===== src/rtl/imem_dmem_arbiter_pkg.sv =====
// Shared types and encodings for the unified I/D memory arbiter.
package arb_pkg;

  localparam logic [1:0] MASK_BYTE = 2'b00;
  localparam logic [1:0] MASK_HALF = 2'b01;
  localparam logic [1:0] MASK_WORD = 2'b10;

  localparam logic OWN_I = 1'b0;
  localparam logic OWN_D = 1'b1;

  typedef struct packed {
    logic valid;
    logic owner;
  } rd_tag_t;

  function automatic logic [3:0] half_lanes(input logic hi);
    return hi ? 4'b1100 : 4'b0011;
  endfunction

endpackage


===== src/rtl/imem_dmem_arbiter_if.sv =====
// Core-side I/D ports, RAM port and stall, bundled for the arbiter.
interface imem_dmem_arbiter_if #(
  parameter int ADDR_W = 12
);
  logic              i_req;
  logic [31:0]       i_addr;
  logic              i_gnt;
  logic              i_rvalid;
  logic [31:0]       i_rdata;

  logic              d_req;
  logic              d_we;
  logic [1:0]        d_mask;
  logic [31:0]       d_addr;
  logic [31:0]       d_wdata;
  logic              d_gnt;
  logic              d_rvalid;
  logic [31:0]       d_rdata;

  logic              mem_en;
  logic [3:0]        mem_we;
  logic [ADDR_W-1:0] mem_addr;
  logic [31:0]       mem_wdata;
  logic [31:0]       mem_rdata;

  logic              core_stall;

  modport slave (
    input  i_req, i_addr, d_req, d_we, d_mask, d_addr, d_wdata, mem_rdata,
    output i_gnt, i_rvalid, i_rdata, d_gnt, d_rvalid, d_rdata,
    output mem_en, mem_we, mem_addr, mem_wdata, core_stall
  );

  modport master (
    output i_req, i_addr, d_req, d_we, d_mask, d_addr, d_wdata, mem_rdata,
    input  i_gnt, i_rvalid, i_rdata, d_gnt, d_rvalid, d_rdata,
    input  mem_en, mem_we, mem_addr, mem_wdata, core_stall
  );

endinterface


===== src/rtl/imem_dmem_arbiter_store_lane_gen.sv =====
// Store byte-lane enables and lane-replicated write data from size/offset.
module store_lane_gen
  import arb_pkg::*;
(
  input  logic [1:0]  i_mask,
  input  logic [1:0]  i_addr_lo,
  input  logic [31:0] i_wdata,
  input  logic        i_we,
  output logic [3:0]  o_mem_we,
  output logic [31:0] o_mem_wdata
);

  always_comb begin
    o_mem_we    = 4'b0000;
    o_mem_wdata = i_wdata;
    case (i_mask)
      MASK_BYTE: begin
        o_mem_wdata = {4{i_wdata[7:0]}};
        o_mem_we    = 4'b0001 << i_addr_lo;
      end
      MASK_HALF: begin
        // misaligned halfwords land on their containing aligned half
        o_mem_wdata = {2{i_wdata[15:0]}};
        o_mem_we    = half_lanes(i_addr_lo[1]);
      end
      MASK_WORD: o_mem_we = 4'b1111;
      default:   o_mem_we = 4'b0000;
    endcase
    if (!i_we) o_mem_we = 4'b0000;
  end

endmodule


===== src/rtl/imem_dmem_arbiter.sv =====
// Single-port RAM arbiter between instruction fetch (I) and load/store (D).
// ARB_ROUND_ROBIN_EN: alternate winners on contention instead of D priority + starvation guard.
module imem_dmem_arbiter
  import arb_pkg::*;
#(
  parameter int ADDR_W     = 12,
  parameter int STARVE_LIM = 4
) (
  input logic                clk,
  input logic                rst_n,
  imem_dmem_arbiter_if.slave bus
);

  if (STARVE_LIM < 1 || STARVE_LIM > 15) begin : g_lim_chk
    $error("STARVE_LIM must be in 1..15");
  end

  logic        w_i_gnt;
  logic        w_d_gnt;
  rd_tag_t     r_tag;
  rd_tag_t     w_tag_nxt;
  logic [3:0]  w_st_we;
  logic [31:0] w_st_wdata;
  logic        w_i_rv;
  logic        w_d_rv;

`ifdef ARB_ROUND_ROBIN_EN
  logic r_last_own;
`else
  localparam logic [3:0] LIM = 4'(STARVE_LIM);
  logic [3:0] r_starve_cnt;
`endif

  always_comb begin
    w_i_gnt = 1'b0;
    w_d_gnt = 1'b0;
    if (rst_n) begin
      if (bus.i_req && bus.d_req) begin
`ifdef ARB_ROUND_ROBIN_EN
        if (r_last_own == OWN_D) w_i_gnt = 1'b1;
        else                     w_d_gnt = 1'b1;
`else
        if (r_starve_cnt == LIM) w_i_gnt = 1'b1;
        else                     w_d_gnt = 1'b1;
`endif
      end else if (bus.i_req) begin
        w_i_gnt = 1'b1;
      end else if (bus.d_req) begin
        w_d_gnt = 1'b1;
      end
    end
  end

  // only reads are tagged; stores (any mask) never produce an rvalid
  always_comb begin
    w_tag_nxt.valid = w_i_gnt | (w_d_gnt & ~bus.d_we);
    w_tag_nxt.owner = w_i_gnt ? OWN_I : OWN_D;
  end

  always_ff @(posedge clk) begin
    if (!rst_n) begin
      r_tag <= '0;
`ifdef ARB_ROUND_ROBIN_EN
      r_last_own <= OWN_I;
`else
      r_starve_cnt <= '0;
`endif
    end else begin
      r_tag <= w_tag_nxt;
`ifdef ARB_ROUND_ROBIN_EN
      if (w_i_gnt)      r_last_own <= OWN_I;
      else if (w_d_gnt) r_last_own <= OWN_D;
`else
      if (!bus.i_req || w_i_gnt)
        r_starve_cnt <= '0;
      else if (w_d_gnt && r_starve_cnt != LIM)
        r_starve_cnt <= r_starve_cnt + 4'd1;
`endif
    end
  end

  store_lane_gen u_lane (
    .i_mask      (bus.d_mask),
    .i_addr_lo   (bus.d_addr[1:0]),
    .i_wdata     (bus.d_wdata),
    .i_we        (bus.d_we),
    .o_mem_we    (w_st_we),
    .o_mem_wdata (w_st_wdata)
  );

  assign bus.i_gnt     = w_i_gnt;
  assign bus.d_gnt     = w_d_gnt;
  assign bus.mem_en    = w_i_gnt | w_d_gnt;
  assign bus.mem_addr  = w_d_gnt ? bus.d_addr[ADDR_W+1:2] : bus.i_addr[ADDR_W+1:2];
  assign bus.mem_we    = w_d_gnt ? w_st_we : 4'b0000;
  assign bus.mem_wdata = w_st_wdata;

  // rst_n gating drops a read whose grant coincided with reset assertion
  assign w_i_rv       = rst_n & r_tag.valid & (r_tag.owner == OWN_I);
  assign w_d_rv       = rst_n & r_tag.valid & (r_tag.owner == OWN_D);
  assign bus.i_rvalid = w_i_rv;
  assign bus.d_rvalid = w_d_rv;
  assign bus.i_rdata  = w_i_rv ? bus.mem_rdata : 32'h0;
  assign bus.d_rdata  = w_d_rv ? bus.mem_rdata : 32'h0;

  assign bus.core_stall = bus.i_req & ~w_i_gnt;

  logic w_unused;
  assign w_unused = ^{bus.i_addr[31:ADDR_W+2], bus.i_addr[1:0], bus.d_addr[31:ADDR_W+2]};

endmodule


===== src/flat_wrapper.sv =====
// flat-port wrapper written by rule: the top's interface ports become plain ports
module imem_dmem_arbiter_flat import arb_pkg::*;
#(
  parameter int ADDR_W     = 12,
  parameter int STARVE_LIM = 4
)
  (clk, rst_n, bus_i_req, bus_i_addr, bus_d_req, bus_d_we, bus_d_mask, bus_d_addr, bus_d_wdata, bus_mem_rdata, bus_i_gnt, bus_i_rvalid, bus_i_rdata, bus_d_gnt, bus_d_rvalid, bus_d_rdata, bus_mem_en, bus_mem_we, bus_mem_addr, bus_mem_wdata, bus_core_stall);
  imem_dmem_arbiter_if #(.ADDR_W(ADDR_W)) bus_i ();
  input logic clk;
  input logic rst_n;
  input wire logic [$bits(bus_i.i_req)-1:0] bus_i_req;
  input wire logic [$bits(bus_i.i_addr)-1:0] bus_i_addr;
  input wire logic [$bits(bus_i.d_req)-1:0] bus_d_req;
  input wire logic [$bits(bus_i.d_we)-1:0] bus_d_we;
  input wire logic [$bits(bus_i.d_mask)-1:0] bus_d_mask;
  input wire logic [$bits(bus_i.d_addr)-1:0] bus_d_addr;
  input wire logic [$bits(bus_i.d_wdata)-1:0] bus_d_wdata;
  input wire logic [$bits(bus_i.mem_rdata)-1:0] bus_mem_rdata;
  output wire logic [$bits(bus_i.i_gnt)-1:0] bus_i_gnt;
  output wire logic [$bits(bus_i.i_rvalid)-1:0] bus_i_rvalid;
  output wire logic [$bits(bus_i.i_rdata)-1:0] bus_i_rdata;
  output wire logic [$bits(bus_i.d_gnt)-1:0] bus_d_gnt;
  output wire logic [$bits(bus_i.d_rvalid)-1:0] bus_d_rvalid;
  output wire logic [$bits(bus_i.d_rdata)-1:0] bus_d_rdata;
  output wire logic [$bits(bus_i.mem_en)-1:0] bus_mem_en;
  output wire logic [$bits(bus_i.mem_we)-1:0] bus_mem_we;
  output wire logic [$bits(bus_i.mem_addr)-1:0] bus_mem_addr;
  output wire logic [$bits(bus_i.mem_wdata)-1:0] bus_mem_wdata;
  output wire logic [$bits(bus_i.core_stall)-1:0] bus_core_stall;
  assign bus_i.i_req = bus_i_req;
  assign bus_i.i_addr = bus_i_addr;
  assign bus_i.d_req = bus_d_req;
  assign bus_i.d_we = bus_d_we;
  assign bus_i.d_mask = bus_d_mask;
  assign bus_i.d_addr = bus_d_addr;
  assign bus_i.d_wdata = bus_d_wdata;
  assign bus_i.mem_rdata = bus_mem_rdata;
  assign bus_i_gnt = bus_i.i_gnt;
  assign bus_i_rvalid = bus_i.i_rvalid;
  assign bus_i_rdata = bus_i.i_rdata;
  assign bus_d_gnt = bus_i.d_gnt;
  assign bus_d_rvalid = bus_i.d_rvalid;
  assign bus_d_rdata = bus_i.d_rdata;
  assign bus_mem_en = bus_i.mem_en;
  assign bus_mem_we = bus_i.mem_we;
  assign bus_mem_addr = bus_i.mem_addr;
  assign bus_mem_wdata = bus_i.mem_wdata;
  assign bus_core_stall = bus_i.core_stall;
  imem_dmem_arbiter #(.ADDR_W(ADDR_W), .STARVE_LIM(STARVE_LIM)) u_core (.clk(clk), .rst_n(rst_n), .bus(bus_i));
endmodule

===== config.mk =====
export PLATFORM = sky130hd
export DESIGN_NAME = imem_dmem_arbiter_flat
export DESIGN_NICKNAME = d
export VERILOG_FILES = /design/src/rtl/imem_dmem_arbiter_pkg.sv /design/src/rtl/imem_dmem_arbiter_if.sv /design/src/rtl/imem_dmem_arbiter_store_lane_gen.sv /design/src/rtl/imem_dmem_arbiter.sv /design/src/flat_wrapper.sv
export SDC_FILE = /design/constraint.sdc
export NUM_CORES = 1
export LEC_CHECK = 0
export ABC_AREA = 1
export CORE_AREA = 5 5 94 96
export CTS_CLUSTER_DIAMETER = 150
export DETAILED_ROUTE_END_ITERATION = 16
export DIE_AREA = 0 0 99 101
export DONT_BUFFER_PORTS = 1
export SYNTH_ARGS = -nofsm -noshare
export SYNTH_HDL_FRONTEND = slang
export SYNTH_HIERARCHICAL = 1
export SYNTH_SLANG_ARGS = --single-unit

===== constraint.sdc =====
create_clock -name clk -period 2.12 [get_ports clk]
set_input_delay 0.53 -clock clk [delete_from_list [all_inputs] [get_ports clk]]
set_output_delay 0.53 -clock clk [all_outputs]
set_load 0.02 [all_outputs]

==> results of run 1 <==
-- registers in the layout, summed over array words and instances, names as in the netlist --
| signal | count |
|---|---|
| u_core/r_starve_cnt | 4 |
| u_core/r_tag | 2 |
-- cell families (layout without fill, tap and decap cells) --
logic type	Yosys count	in the layout	synth area share (%)
buffers and inverters	75	134	26.3
XOR/XNOR	1	1	0.619
flip-flops	6	6	8.49
adder cells (fa/ha/maj)	2	2	1.77
AO/OA/AOI/OAI	1	1	0.353
AND/OR/NAND/NOR	223	224	62.5
-- report_power, final --
group	switching [mW]	leakage, nW	internal [mW]
combinational	0.248	1.24	0.0927
sequential	0.00228	0.0491	0.117
clock	0.0482	0.0216	0.122
total	0.299	1.31	0.332
-- worst reg2reg max path: stages (launching register included) --
cell	delay [ps]
dfxtp_1	360
inv_1	60
ha_1	210
nand4_1	130
buf_4	140
nand2_2	130
o21ai_0	170
-- layout make-up --
| cell class | count | area, um2 |
|---|---|---|
| inverters | 55 | 220 |
| flip-flops and latches | 6 | 120 |
| multi-input cells | 228 | 968 |
| repair buffers | 76 | 571 |
| well taps | 105 | 131 |
| fillers | 897 | 5920 |
| clock buffers | 3 | 41.3 |
-- through the flow --
| stage | setup TNS [ps] | instance area, um2 |
|---|---|---|
| final | 0 | 2050 |
| after global routing | -23.5 | 2050 |
| after CTS | 0 | 1990 |
| after detailed placement | 0 | 1940 |
| after global placement | 0 | 1940 |
| after floorplan | 0 | 1420 |
-- synthesized netlist by cell type --
master | count | area share (%)
inv_1 | 51 | 14
inv_2 | 2 | 0.53
nor2_4 | 1 | 0.80
nand4_1 | 1 | 0.44
nand2_4 | 1 | 0.80
buf_2 | 6 | 2.1
inv_4 | 1 | 0.44
o21ai_0 | 1 | 0.35
buf_4 | 9 | 4.8
buf_6 | 2 | 1.6
clkbuf_8 | 3 | 2.9
nand3_1 | 14 | 5.0
xnor2_1 | 1 | 0.62
clkinv_2 | 1 | 0.35
nand2_2 | 3 | 1.3
ha_1 | 2 | 1.8
nor2_1 | 87 | 23
nand2_1 | 114 | 30
dfxtp_1 | 6 | 8.5
nor2_2 | 2 | 0.88
-- per-layer routing --
layer  vias up  GRT usage, %  share of wire, %
met5         -             0              0.19
met4         2          3.26               2.2
met3        12          4.71                13
met2       156          21.6                51
met1       822          11.9                33
li1        992             -                 -
-- worst max-delay path by stage --
stage / startpoint / to / slack (ps) / cells after the start
after floorplan: bus_d_mask[1] / bus_mem_we[0] / 190 / 8
after global placement: u_core/r_starve_cnt[0]$_SDFFE_PP0P_ / bus_mem_addr[10] / 250 / 7
after detailed placement: u_core/r_starve_cnt[0]$_SDFFE_PP0P_ / bus_mem_addr[1] / 200 / 7
after CTS: u_core/r_starve_cnt[0]$_SDFFE_PP0P_ / bus_mem_addr[8] / 3 / 7
after global routing: u_core/r_starve_cnt[0]$_SDFFE_PP0P_ / bus_mem_addr[4] / -8 / 8
final: u_core/r_starve_cnt[0]$_SDFFE_PP0P_ / bus_mem_addr[4] / 70 / 8
-- repair_timing --
action / 4_1_cts / 5_1_grt
setup endpoints to repair: 12 / 13
resized for setup: 4 / 13
pin swaps: 0 / 2
cloned: 0 / 1
buffers inserted: 0 / 2
endpoints found under the hold margin: 0 / 0
==> results.json, run 1 <==
{
  "status": "finished, final reports clean",
  "cts_htree_levels": 1,
  "finalPower_mw": 0.631,
  "fin_crit_ps": 2050,
  "yosysUniqueCellTypes": 20,
  "worst-slew-pin-transition_ps": 499,
  "cp_num_buf_inv": 3,
  "leakage_nw": 1.31,
  "gp_congestion": 0.890,
  "setup_ws_ps": 68.2,
  "crit_path_cell_trace": "inv_1, ha_1, nand4_1, buf_4, nand2_8, clkinv_8, nand2_1, nand2_2",
  "hp-start": "rst_n",
  "pre_cts_ws_ps": 204,
  "cts.sinks": 6,
  "critPathMaxStageDelay_ps": 360,
  "die_h_um": 101,
  "wire_per_inst_um": 14.8,
  "area_growth_pct": 45.0,
  "synth_nets": 445,
  "final_util_pct": 25.7,
  "layout_common_cells": "102 x nand2_1, 87 x nor2_1, 76 x buf_4",
  "vias_per_cell": 4.19,
  "cts.path.max_buffers": 2,
  "start_util_pct": 17.8,
  "clkTransAtPathRegs_ps": 40,
  "antenna_left": 0,
  "die_width_um": 99,
  "cts_root_buffer": "clkbuf_8",
  "hp-class": "in -> reg",
  "whs_endpoint": "u_core/r_tag[0]$_SDFF_PN0_",
  "hold_viol_final": 0,
  "slew_viol_final": 0,
  "instances_no_fill": 473,
  "seq_area_frac_synth_pct": 8.49,
  "start_kind": "register",
  "synth_area_per_cell_um2": 4.59,
  "core_area_um2": 7970,
  "dp_cells": 467,
  "regToRegSetupSlack_ps": 840,
  "syn_area_um2": 1420,
  "skew_ps": 4.15,
  "globalRouteOverflowTotal": 0,
  "holdPathStages": 2,
  "rows": 33,
  "cts_tree": "built",
  "vias": 1984,
  "crit_arrival_ps": 1520,
  "r2r_cells": 6,
  "power_density_nw_per_um2": 307,
  "finalSetupViolCount": 0,
  "whs_ps": 417,
  "crit_required_ps": 1590,
  "synth_seq_cells": 6,
  "track_usage_pct": 11.6,
  "worstPathMaxFanout": 13,
  "drive_above_1_share_pct": 28.3,
  "maxCapViolations": 0,
  "worstSetupPathType": "reg -> out",
  "drt_pass1_iterations": 4,
  "synthCells": 308,
  "grt_pass1_vias": 1793,
  "crit_slowest_cell": "dfxtp_1",
  "clock_insertion_delay_worst_skew_ps": 220,
  "antenna_found_initial": 1,
  "cts-hold-fix-buffers": 0,
  "max-slew-margin-rel_pct": 66.7,
  "wl_um": 7020,
  "r2r-end": "u_core/r_tag[1]$_SDFF_PN0_",
  "critPathTopFamily": "simple AND/OR/NAND/NOR gates",
  "grt_pass1_wl_um": 9180,
  "cts_made_buffers": 3,
  "dieArea_um2": 10000,
  "r2r-start": "u_core/r_starve_cnt[0]$_SDFFE_PP0P_",
  "drc": 0,
  "antenna_cells": 0,
  "ir_drop_mv": 0.154,
  "max_freq_ghz": 0.487,
  "worstSetupEndpointType": "output pin",
  "ios": 253,
  "fin_crit_sh_pct": 96.8,
  "dp_hpwl_um": 6080,
  "layout_commonest_cell": "nand2_1",
  "drtIter0Drc": 54,
  "grt_max_degree": 34,
  "yosysWarnings": 6,
  "nNetsFinal": 507,
  "port_buffers": 0
}
Note: power is estimated with default switching activity, not from simulation.
==> run 2, diff against run 1 <==
RECOVER_POWER = 25   (was not set)
==> run 2 against run 1 <==
  * Global-route usage unchanged
  * Die area unchanged
  * Sequential power about the same
  * Largest power group unchanged
  * Core utilization decreased by 0.13 points
  * Sequential share of layout area about the same
  * Cell count unchanged
  * Non-clock buffer count unchanged
==> results.json, run 2 (same netlist as run 1, synthesis figures left out) <==
{
  "status": "finished, final reports clean",
  "grt_pass1_wl_um": 9180,
  "area_growth_pct": 44.3,
  "crit_arrival_ps": 1520,
  "cts_root_buffer": "clkbuf_8",
  "vias_per_cell": 4.21,
  "finalPower_mw": 0.629,
  "finalSetupViolCount": 0,
  "antenna_left": 0,
  "max_freq_ghz": 0.487,
  "dp_hpwl_um": 6080,
  "vias": 1992,
  "port_buffers": 0,
  "maxCapViolations": 0,
  "whs_endpoint": "u_core/r_tag[0]$_SDFF_PN0_",
  "instances_no_fill": 473,
  "die_width_um": 99,
  "critPathTopFamily": "simple AND/OR/NAND/NOR gates",
  "crit_path_cell_trace": "inv_1, ha_1, nand4_1, buf_4, nand2_8, clkinv_8, nand2_1, nand2_2",
  "cts.path.max_buffers": 2,
  "p_sw_mw": 0.299,
  "leakage_nw": 1.30,
  "power_density_nw_per_um2": 308,
  "critPathMaxStageDelay_ps": 360,
  "worstSetupEndpointType": "output pin",
  "cts-hold-fix-buffers": 0,
  "clock_insertion_delay_worst_skew_ps": 220,
  "drtIter0Drc": 60,
  "start_kind": "register",
  "hp-start": "rst_n",
  "worstPathMaxFanout": 13,
  "fin_crit_sh_pct": 96.8,
  "dp_cells": 467,
  "swShare_pct": 47.5,
  "wl_um": 7020,
  "pwr-share-seq_pct": 19.0,
  "placed_area_um2": 1940,
  "regMostFlops": "u_core/r_starve_cnt",
  "worst-slew-pin-transition_ps": 519,
  "clkTransAtPathRegs_ps": 40,
  "cts_tree": "built",
  "ios": 253,
  "layout_common_cells": "102 x nand2_1, 88 x nor2_1, 74 x buf_4",
  "grt_max_degree": 34,
  "cts.sinks": 6,
  "gp_congestion": 0.890,
  "layout_commonest_cell": "nand2_1",
  "hold_viol_final": 0,
  "antenna_cells": 0,
  "fin_area_um2": 2040,
  "track_usage_pct": 11.6,
  "largest_register_ffs": 4,
  "start_util_pct": 17.8,
  "grt_pass1_vias": 1793,
  "nNetsFinal": 507,
  "holdPathStages": 2,
  "p_int_mw": 0.330,
  "r2r_cells": 6,
  "wire_per_inst_um": 14.8,
  "cts_htree_levels": 1,
  "r2r-end": "u_core/r_tag[1]$_SDFF_PN0_",
  "p_clk_share_pct": 27.1,
  "globalRouteOverflowTotal": 0,
  "crit_slowest_cell": "dfxtp_1",
  "worstSetupPathType": "reg -> out",
  "rows": 33,
  "slew_viol_final": 0,
  "r2r-start": "u_core/r_starve_cnt[0]$_SDFFE_PP0P_",
  "skew_ps": 4.30,
  "cp_num_buf_inv": 3,
  "drt_pass1_iterations": 4,
  "combPwrFrac_pct": 53.9,
  "crit_required_ps": 1590,
  "drive_above_1_share_pct": 27.2,
  "dieArea_um2": 10000,
  "largestRegisters": "u_core/r_starve_cnt x4, u_core/r_tag x2",
  "antenna_found_initial": 1,
  "hp-class": "in -> reg",
  "die_h_um": 101,
  "core_area_um2": 7970,
  "regToRegSetupSlack_ps": 840,
  "fin_crit_ps": 2050,
  "max-slew-margin-rel_pct": 65.3,
  "ir_drop_mv": 0.154,
  "drc": 0,
  "cts_made_buffers": 3
}
## run 2: how the worst max path moves through the flow
stage	from	to	slack (ps)	cells past startpoint
3_5_place_dp	u_core/r_starve_cnt[0]$_SDFFE_PP0P_	bus_mem_addr[1]	200	7
4_1_cts	u_core/r_starve_cnt[0]$_SDFFE_PP0P_	bus_mem_addr[8]	3	7
2_1_floorplan	bus_d_mask[1]	bus_mem_we[0]	190	8
5_1_grt	u_core/r_starve_cnt[0]$_SDFFE_PP0P_	bus_mem_addr[4]	-8	8
3_3_place_gp	u_core/r_starve_cnt[0]$_SDFFE_PP0P_	bus_mem_addr[10]	250	7
6_report	u_core/r_starve_cnt[0]$_SDFFE_PP0P_	bus_mem_addr[4]	70	8
## run 2: area by class of cell
| type | instances | area, um2 |
|---|---|---|
| clock buffers | 3 | 41.3 |
| fillers | 902 | 5930 |
| inverters | 55 | 220 |
| multi-input cells | 228 | 966 |
| flip-flops and latches | 6 | 120 |
| well taps | 105 | 131 |
| repair buffers | 76 | 563 |
## run 2: per-stage QoR
step / utilization [%] / setup WS (ps) / setup TNS [ps] / hold WS, ps
after global routing: 25.6 / -7.57 / -23.5 / 417
after CTS: 25.0 / 2.93 / 0 / 415
final: 25.6 / 68.2 / 0 / 417
after global placement: 24.4 / 254 / 0 / 441
after floorplan: - / 192 / 0 / 430
after detailed placement: 24.4 / 204 / 0 / 475
## run 2: what timing repair did
| action | in CTS | in global routing |
|---|---|---|
| resized for setup | 4 | 13 |
| pin swaps | 0 | 2 |
| setup endpoints to repair | 12 | 13 |
| cloned | 0 | 1 |
| buffers inserted | 0 | 2 |
## run 2: layer usage
layer	global-route usage, %	share of wire, %
met4	3.26	2.2
met3	4.71	13
met5	0	0.19
met2	21.6	51
met1	11.9	33
## run 2: power by group through the flow
stage / Clock, mW / Combinational [mW] / Sequential, mW
2_1_floorplan: 0 / 0.288 / 0.121
3_3_place_gp: 0 / 0.327 / 0.121
5_1_grt: 0.183 / 0.371 / 0.120
6_report: 0.170 / 0.339 / 0.120
4_1_cts: 0.175 / 0.333 / 0.120
3_5_place_dp: 0 / 0.330 / 0.121
